==> src/rtl/hazard_pkg.sv <==
// Shared types and constants for the decode/read hazard controller.
package hazard_pkg;

  localparam int unsigned REG_W = 5;
  localparam int unsigned SEL_W = 2;
  localparam int unsigned FCNT_W = 3;

  typedef enum logic [1:0] {
    S_RUN       = 2'd0,
    S_FLUSH     = 2'd1,
    S_CSR_DRAIN = 2'd2
  } ctrl_state_t;

  localparam logic [SEL_W-1:0] FWD_REG = 2'd0;
  localparam logic [SEL_W-1:0] FWD_EX  = 2'd1;
  localparam logic [SEL_W-1:0] FWD_WB  = 2'd2;

endpackage

==> src/rtl/hazard_ctrl_if.sv <==
// Pipeline-side signal bundle between the ID/EX/WB stages and hazard_ctrl.
interface hazard_ctrl_if;
  import hazard_pkg::*;

  logic             id_valid;
  logic [REG_W-1:0] id_rs1;
  logic [REG_W-1:0] id_rs2;
  logic             id_uses_rs1;
  logic             id_uses_rs2;
  logic             id_is_load;
  logic             id_is_csr;
  logic             ex_valid;
  logic [REG_W-1:0] ex_rd;
  logic             ex_reg_we;
  logic             ex_mem_rr;
  logic             ex_redirect;
  logic             dmem_resp_valid;
  logic             wb_we;
  logic [REG_W-1:0] wb_rd;
  logic             fetch_stall;
  logic             dr_stall;
  logic             bubble;
  logic             fetch_flush;
  logic [SEL_W-1:0] fwd_a_sel;
  logic [SEL_W-1:0] fwd_b_sel;

  modport master (
    output id_valid, id_rs1, id_rs2, id_uses_rs1, id_uses_rs2, id_is_load, id_is_csr,
    output ex_valid, ex_rd, ex_reg_we, ex_mem_rr, ex_redirect,
    output dmem_resp_valid, wb_we, wb_rd,
    input  fetch_stall, dr_stall, bubble, fetch_flush, fwd_a_sel, fwd_b_sel
  );

  modport slave (
    input  id_valid, id_rs1, id_rs2, id_uses_rs1, id_uses_rs2, id_is_load, id_is_csr,
    input  ex_valid, ex_rd, ex_reg_we, ex_mem_rr, ex_redirect,
    input  dmem_resp_valid, wb_we, wb_rd,
    output fetch_stall, dr_stall, bubble, fetch_flush, fwd_a_sel, fwd_b_sel
  );

endinterface

==> src/rtl/hazard_ctrl_fwd_unit.sv <==
// Operand forwarding select for one source register; EX beats WB, x0 never forwards.
module fwd_unit
  import hazard_pkg::*;
(
  input  logic [REG_W-1:0] rs,
  input  logic             ex_valid,
  input  logic             ex_reg_we,
  input  logic             ex_mem_rr,
  input  logic [REG_W-1:0] ex_rd,
  input  logic             wb_we,
  input  logic [REG_W-1:0] wb_rd,
  output logic [SEL_W-1:0] sel_c
);

  always_comb begin
    sel_c = FWD_REG;
    if (rs != '0) begin
      if (ex_valid && ex_reg_we && !ex_mem_rr && (ex_rd == rs)) begin
        sel_c = FWD_EX;
      end else if (wb_we && (wb_rd == rs)) begin
        sel_c = FWD_WB;
      end
    end
  end

endmodule

==> src/rtl/hazard_ctrl.sv <==
// Decode/read hazard controller: load-use and CSR stalls, redirect flush, forwarding.
// Optional performance counters are built when HAZARD_PERF_CNT_EN is defined.
module hazard_ctrl
  import hazard_pkg::*;
#(
  parameter int unsigned FLUSH_CYCLES = 1,
  parameter int unsigned CNT_W        = 32
) (
  input  logic             clk,
  input  logic             rst,
  hazard_ctrl_if.slave     bus
`ifdef HAZARD_PERF_CNT_EN
  ,
  output logic [CNT_W-1:0] perf_stall_cycles,
  output logic [CNT_W-1:0] perf_bubble_cycles,
  output logic [CNT_W-1:0] perf_flush_events
`endif
);

  if ((FLUSH_CYCLES < 1) || (FLUSH_CYCLES > 7)) begin : g_bad_flush_cycles
    $error("FLUSH_CYCLES must be in 1..7");
  end
  if (CNT_W == 0) begin : g_bad_cnt_w
    $error("CNT_W must be nonzero");
  end

  // Redirect cycle itself is the first flush cycle, so S_FLUSH covers the remainder.
  localparam logic [FCNT_W-1:0] FLUSH_LOAD =
    (FLUSH_CYCLES > 1) ? FCNT_W'(FLUSH_CYCLES - 2) : '0;

  ctrl_state_t       state, state_nxt;
  logic [FCNT_W-1:0] flush_cnt, flush_cnt_nxt;
  logic              ld_pend;
  logic [REG_W-1:0]  ld_rd;

  logic ex_load_wr, ld_live, match_rs1, match_rs2, load_use, second_load, csr_wait;
  logic csr_hold, hz_stall, ld_set;
  logic fetch_stall_c, bubble_c, fetch_flush_c, dr_stall_c;
  logic [SEL_W-1:0] sel_a_c, sel_b_c;

  assign ex_load_wr  = bus.ex_valid & bus.ex_reg_we & bus.ex_mem_rr;
  assign ld_live     = ld_pend & ~bus.dmem_resp_valid;
  assign match_rs1   = (bus.id_rs1 != '0) & bus.id_valid & bus.id_uses_rs1 &
                       ((ex_load_wr & (bus.ex_rd == bus.id_rs1)) | (ld_live & (ld_rd == bus.id_rs1)));
  assign match_rs2   = (bus.id_rs2 != '0) & bus.id_valid & bus.id_uses_rs2 &
                       ((ex_load_wr & (bus.ex_rd == bus.id_rs2)) | (ld_live & (ld_rd == bus.id_rs2)));
  assign load_use    = match_rs1 | match_rs2;
  assign second_load = bus.id_is_load & bus.id_valid & ld_live;
  assign csr_wait    = bus.id_is_csr & bus.id_valid & (bus.ex_valid | ld_pend);
  assign csr_hold    = (state == S_CSR_DRAIN) & (bus.ex_valid | ld_pend);
  assign hz_stall    = load_use | second_load;
  assign dr_stall_c  = 1'b0;
  assign ld_set      = bus.ex_valid & bus.ex_mem_rr & ~dr_stall_c;

  // State register and pending-load tracker.
  always_ff @(posedge clk) begin
    if (rst) begin
      state     <= S_RUN;
      flush_cnt <= '0;
      ld_pend   <= 1'b0;
      ld_rd     <= '0;
    end else begin
      state     <= state_nxt;
      flush_cnt <= flush_cnt_nxt;
      if (ld_set) begin
        ld_pend <= 1'b1;
        ld_rd   <= bus.ex_rd;
      end else if (bus.dmem_resp_valid) begin
        ld_pend <= 1'b0;
      end
    end
  end

  // Next-state logic.
  always_comb begin
    state_nxt     = state;
    flush_cnt_nxt = flush_cnt;
    if (bus.ex_redirect) begin
      state_nxt     = (FLUSH_CYCLES > 1) ? S_FLUSH : S_RUN;
      flush_cnt_nxt = FLUSH_LOAD;
    end else begin
      case (state)
        S_FLUSH: begin
          if (flush_cnt == '0) state_nxt = S_RUN;
          else                 flush_cnt_nxt = flush_cnt - FCNT_W'(1);
        end
        S_CSR_DRAIN: begin
          if (!bus.ex_valid && !ld_pend) state_nxt = S_RUN;
        end
        default: begin
          if (!hz_stall && csr_wait) state_nxt = S_CSR_DRAIN;
        end
      endcase
    end
  end

  // Control outputs.
  always_comb begin
    fetch_stall_c = 1'b0;
    bubble_c      = 1'b0;
    fetch_flush_c = 1'b0;
    if (rst) begin
      fetch_stall_c = 1'b0;
    end else if (bus.ex_redirect || (state == S_FLUSH)) begin
      fetch_flush_c = 1'b1;
      bubble_c      = 1'b1;
    end else if (hz_stall || csr_wait || csr_hold) begin
      fetch_stall_c = 1'b1;
      bubble_c      = 1'b1;
    end
  end

  fwd_unit u_fwd_a (
    .rs(bus.id_rs1), .ex_valid(bus.ex_valid), .ex_reg_we(bus.ex_reg_we),
    .ex_mem_rr(bus.ex_mem_rr), .ex_rd(bus.ex_rd), .wb_we(bus.wb_we),
    .wb_rd(bus.wb_rd), .sel_c(sel_a_c)
  );

  fwd_unit u_fwd_b (
    .rs(bus.id_rs2), .ex_valid(bus.ex_valid), .ex_reg_we(bus.ex_reg_we),
    .ex_mem_rr(bus.ex_mem_rr), .ex_rd(bus.ex_rd), .wb_we(bus.wb_we),
    .wb_rd(bus.wb_rd), .sel_c(sel_b_c)
  );

  assign bus.fetch_stall = fetch_stall_c;
  assign bus.bubble      = bubble_c;
  assign bus.fetch_flush = fetch_flush_c;
  assign bus.dr_stall    = dr_stall_c;
  assign bus.fwd_a_sel   = rst ? FWD_REG : sel_a_c;
  assign bus.fwd_b_sel   = rst ? FWD_REG : sel_b_c;

`ifdef HAZARD_PERF_CNT_EN
  logic redirect_q;

  // Wrapping event counters; flush events count redirect rising edges only.
  always_ff @(posedge clk) begin
    if (rst) begin
      redirect_q         <= 1'b0;
      perf_stall_cycles  <= '0;
      perf_bubble_cycles <= '0;
      perf_flush_events  <= '0;
    end else begin
      redirect_q <= bus.ex_redirect;
      if (fetch_stall_c)                     perf_stall_cycles  <= perf_stall_cycles + CNT_W'(1);
      if (bubble_c)                          perf_bubble_cycles <= perf_bubble_cycles + CNT_W'(1);
      if (bus.ex_redirect && !redirect_q)    perf_flush_events  <= perf_flush_events + CNT_W'(1);
    end
  end
`endif

endmodule

==> src/flat_wrapper.sv <==
// flat-port wrapper written by rule: the top's interface ports become plain ports
module hazard_ctrl_flat import hazard_pkg::*;
#(
  parameter int unsigned FLUSH_CYCLES = 1,
  parameter int unsigned CNT_W        = 32
)
  (clk, rst, bus_id_valid, bus_id_rs1, bus_id_rs2, bus_id_uses_rs1, bus_id_uses_rs2, bus_id_is_load, bus_id_is_csr, bus_ex_valid, bus_ex_rd, bus_ex_reg_we, bus_ex_mem_rr, bus_ex_redirect, bus_dmem_resp_valid, bus_wb_we, bus_wb_rd, bus_fetch_stall, bus_dr_stall, bus_bubble, bus_fetch_flush, bus_fwd_a_sel, bus_fwd_b_sel);
  hazard_ctrl_if bus_i ();
  input  logic clk;
  input  logic rst;
  input wire logic [$bits(bus_i.id_valid)-1:0] bus_id_valid;
  input wire logic [$bits(bus_i.id_rs1)-1:0] bus_id_rs1;
  input wire logic [$bits(bus_i.id_rs2)-1:0] bus_id_rs2;
  input wire logic [$bits(bus_i.id_uses_rs1)-1:0] bus_id_uses_rs1;
  input wire logic [$bits(bus_i.id_uses_rs2)-1:0] bus_id_uses_rs2;
  input wire logic [$bits(bus_i.id_is_load)-1:0] bus_id_is_load;
  input wire logic [$bits(bus_i.id_is_csr)-1:0] bus_id_is_csr;
  input wire logic [$bits(bus_i.ex_valid)-1:0] bus_ex_valid;
  input wire logic [$bits(bus_i.ex_rd)-1:0] bus_ex_rd;
  input wire logic [$bits(bus_i.ex_reg_we)-1:0] bus_ex_reg_we;
  input wire logic [$bits(bus_i.ex_mem_rr)-1:0] bus_ex_mem_rr;
  input wire logic [$bits(bus_i.ex_redirect)-1:0] bus_ex_redirect;
  input wire logic [$bits(bus_i.dmem_resp_valid)-1:0] bus_dmem_resp_valid;
  input wire logic [$bits(bus_i.wb_we)-1:0] bus_wb_we;
  input wire logic [$bits(bus_i.wb_rd)-1:0] bus_wb_rd;
  output wire logic [$bits(bus_i.fetch_stall)-1:0] bus_fetch_stall;
  output wire logic [$bits(bus_i.dr_stall)-1:0] bus_dr_stall;
  output wire logic [$bits(bus_i.bubble)-1:0] bus_bubble;
  output wire logic [$bits(bus_i.fetch_flush)-1:0] bus_fetch_flush;
  output wire logic [$bits(bus_i.fwd_a_sel)-1:0] bus_fwd_a_sel;
  output wire logic [$bits(bus_i.fwd_b_sel)-1:0] bus_fwd_b_sel;
  assign bus_i.id_valid = bus_id_valid;
  assign bus_i.id_rs1 = bus_id_rs1;
  assign bus_i.id_rs2 = bus_id_rs2;
  assign bus_i.id_uses_rs1 = bus_id_uses_rs1;
  assign bus_i.id_uses_rs2 = bus_id_uses_rs2;
  assign bus_i.id_is_load = bus_id_is_load;
  assign bus_i.id_is_csr = bus_id_is_csr;
  assign bus_i.ex_valid = bus_ex_valid;
  assign bus_i.ex_rd = bus_ex_rd;
  assign bus_i.ex_reg_we = bus_ex_reg_we;
  assign bus_i.ex_mem_rr = bus_ex_mem_rr;
  assign bus_i.ex_redirect = bus_ex_redirect;
  assign bus_i.dmem_resp_valid = bus_dmem_resp_valid;
  assign bus_i.wb_we = bus_wb_we;
  assign bus_i.wb_rd = bus_wb_rd;
  assign bus_fetch_stall = bus_i.fetch_stall;
  assign bus_dr_stall = bus_i.dr_stall;
  assign bus_bubble = bus_i.bubble;
  assign bus_fetch_flush = bus_i.fetch_flush;
  assign bus_fwd_a_sel = bus_i.fwd_a_sel;
  assign bus_fwd_b_sel = bus_i.fwd_b_sel;
  hazard_ctrl #(.FLUSH_CYCLES(FLUSH_CYCLES), .CNT_W(CNT_W)) u_core (.clk(clk), .rst(rst), .bus(bus_i));
endmodule
==> config.mk <==
export PLATFORM = sky130hd
export DESIGN_NAME = hazard_ctrl_flat
export DESIGN_NICKNAME = d
export VERILOG_FILES = /design/src/rtl/hazard_pkg.sv /design/src/rtl/hazard_ctrl_if.sv /design/src/rtl/hazard_ctrl_fwd_unit.sv /design/src/rtl/hazard_ctrl.sv /design/src/flat_wrapper.sv
export SDC_FILE = /design/constraint.sdc
export NUM_CORES = 1
export LEC_CHECK = 0
export ABC_AREA = 1
export BUFFER_PORTS_ARGS = -buffer_cell sky130_fd_sc_hd__buf_2
export CORE_ASPECT_RATIO = 1.1
export CORE_MARGIN = 3
export CORE_UTILIZATION = 35
export DETAILED_ROUTE_END_ITERATION = 6
export PLACE_DENSITY = 0.67
export SKIP_LAST_GASP = 1
export SYNTH_ARGS = -nofsm -noshare
export SYNTH_HDL_FRONTEND = slang
export SYNTH_SLANG_ARGS = --single-unit
==> constraint.sdc <==
create_clock -name clk -period 2.1 [get_ports clk]
set_clock_uncertainty 0.05 [all_clocks]
set_input_delay 0.105 -clock clk [delete_from_list [all_inputs] [get_ports clk]]
set_output_delay 0.105 -clock clk [all_outputs]
set_load 0.05 [all_outputs]
==> impl_metrics.json <==
{
  "setup.worst_path.start_class": "flip-flop",
  "fillers": 270,
  "grt_max_degree": 12,
  "port_buffers": 39,
  "cts_resized": 0,
  "path_cells": "inv_1, nor2_4, o21ai_0, nor2_1, nand3_1, nand2_1, nand2_2, nand4_2, inv_2, nor2_2, buf_2",
  "cts_inserted_buffers": 3,
  "critPathKind": "flip-flop to output pin",
  "clk_latency_ns": 0.24,
  "p_leak_nw": 0.6188,
  "gp_congestion": 0.8541,
  "root_buffer": "clkbuf_4",
  "clock-sinks": 7,
  "fin_tns_setup_ns": 0,
  "drv_cap": 0,
  "cp-end-kind": "output pin",
  "final.setup.worst_slack_ns": 0.3189,
  "drt_iter0_drc": 28,
  "critPathMaxFanout": 4,
  "fin_crit_ns": 1.781,
  "ys_seq_area_share_pct": 16.07,
  "synth-edff-count": 0,
  "syn_area_um2": 872.1,
  "synth-seq-cells": 7,
  "p_int_mw": 0.2804,
  "critPathMaxStageDelay_ns": 0.34,
  "drc": 0,
  "hold_path_depth": 2,
  "num_rows": 18,
  "hold_buffers": 0,
  "die_y_um": 58.35,
  "cts_tree": "done",
  "worst-endpoint-required_ns": 1.95,
  "synthCells": 156,
  "postCtsSetupBuffers": 0,
  "power.share.clock_pct": 26.1,
  "drt-total-wl_um": 2733,
  "num-nets-final": 230,
  "layout-drive-gt1-share_pct": 28.57,
  "status": "finished clean",
  "switching_share_pct": 37.41,
  "p_sw_mw": 0.1676,
  "reg2reg_depth": 8,
  "ys_warn_count": 0,
  "ys.flop_type": "dfxtp_1",
  "comb_power_share_pct": 41.2,
  "irDropWorstVdd_uv": 321.5,
  "p_seq_share_pct": 32.7,
  "cts-root-to-sink-buffers": 2,
  "ys_types": 25,
  "hpwl_um": 2355,
  "async_reset_ff_share_pct": 0,
  "start_util_pct": 37.96,
  "drv_slew": 0,
  "grt_util_all_layers_pct": 17.93,
  "synth_area_per_cell_um2": 5.590,
  "worstPathArrival_ns": 1.63,
  "grt_pass1_wl_um": 4284,
  "antenna_found_initial": 0,
  "globalRouteOverflowTotal": 0,
  "multi_input_area_um2": 610.6,
  "hold_viol": 0,
  "first_pass_iters": 5,
  "seqCellArea_um2": 140.1,
  "avgViaCountPerCell": 5.053,
  "grt_pass1_vias": 1026,
  "cp_slowest_cell": "dfxtp_1",
  "clk_pin_slew_worst_paths_ns": 0.05,
  "cellPowerDensity_nw_per_um2": 401.8,
  "htreeDepth": 1,
  "min_path_type": "primary input to flip-flop",
  "synthToLayoutAreaGrowth_pct": 27.83,
  "setup_violations": 0,
  "drtAntennaViolNets": 0,
  "core_area_um2": 2297,
  "timing.final.crit_share_pct": 84.81,
  "n_antenna_cell": 0,
  "syn_nets": 189,
  "pin_count": 41,
  "die_w_um": 53.60,
  "die-area_um2": 3127,
  "dp_worst_setup_slack_ns": 0.5017,
  "vias": 1142,
  "wire_per_inst_um": 12.09,
  "fmax_mhz": 561.5,
  "power_mw": 0.4479,
  "rsz0062_at_grt": "false"
}
==> power groups by stage <==
| stage | clock network [mW] | registers, mW | logic [mW] |
|---|---|---|---|
| after floorplan | 0 | 0.147 | 0.111 |
| after global placement | 0 | 0.148 | 0.179 |
| after detailed placement | 0 | 0.149 | 0.183 |
| after CTS | 0.123 | 0.146 | 0.184 |
| after global routing | 0.127 | 0.147 | 0.205 |
| final | 0.117 | 0.146 | 0.185 |
==> worst max-delay path: cells and delay by family, from the launching register on <==
kind	cells	cell delay (ns)
and+or+nand+nor	7	0.57
buffers and inverters	3	0.37
DFF	1	0.34
AOI/OAI and AO/OA	1	0.09
==> per-stage QoR <==
stage | cells | utilization, % | hold WS (ns) | cell area [um2]
3_5_place_dp | 222 | 47.39 | 0.2689 | 1089
5_1_grt | 226 | 48.53 | 0.02585 | 1115
6_report | 226 | 48.53 | 0.01275 | 1115
3_3_place_gp | 222 | 47.39 | 0.2614 | 1089
2_1_floorplan | 156 | - | 0.1274 | 872.1
4_1_cts | 226 | 48.53 | 0.004482 | 1115
==> state kept, by name, summed over array words and instances (netlist names) <==
name / count
u_core.ld_pend: 1
u_core.ld_rd: 5
u_core.state: 1
==> cell usage in the layout, fill, tap and decap left out <==
master and n:
buf_2 39, nand2_1 32, inv_1 22, nor2_1 18, o21ai_0 13, nand3_1 11
xor2_1 7, a21oi_1 7, dfxtp_1 7, inv_2 6, nor3_1 5, nor2_2 4
xnor2_1 4, nand4_1 4, o22ai_1 4, clkbuf_4 3, nand2_2 2, nand3b_1 1
and3_1 1, o221ai_1 1, a221oi_1 1, nor2_4 1, nand4_2 1, conb_1 1
clkbuf_1 1
==> final cells by class <==
type / instances / share of cell area (%)
tap: 30 / 3.367
timing repair buffer: 39 / 17.51
clock buffer: 4 / 2.357
inverter: 28 / 9.428
sequential: 7 / 12.57
multi-input combinational: 118 / 54.77
==> path summary, 6_finish.rpt <==
kind                endpoint             from  slack [ns]
max          bus_fetch_stall   u_core.ld_pend        0.32
min           u_core.ld_pend              rst        0.01
max reg2reg  u_core.state[1]  u_core.ld_rd[2]        0.88
min reg2reg  u_core.state[1]  u_core.state[1]        0.44
==> cell usage after synthesis, types with 5 or more instances <==
library cell | instances | area share, %
xor2_1 | 7 | 7.0
nor3_1 | 5 | 2.9
nor2_1 | 18 | 7.7
inv_1 | 22 | 9.5
inv_2 | 6 | 2.6
a21oi_1 | 7 | 4.0
o21ai_0 | 13 | 7.5
dfxtp_1 | 7 | 16
nand3_1 | 11 | 6.3
nand2_1 | 32 | 14
==> routing by layer <==
metal	global-route usage, %	share of wire [%]	vias to the layer above
met5	0	0	-
met4	6.204	1.9	0
met3	1.013	6.3	8
met2	32.75	52	41
met1	21.68	40	512
li1	-	-	581
==> kinds of logic (layout without fill, tap and decap cells) <==
family	after synthesis	in the layout	share of synthesized area (%)
simple gates	80	80	42.18
buf+inv	31	71	13.92
compound gates	26	26	16.36
xor+xnor	11	11	11.05
flops	7	7	16.07
other cells	1	1	0.4300
No activity file was read; power rests on OpenSTA's default activity.
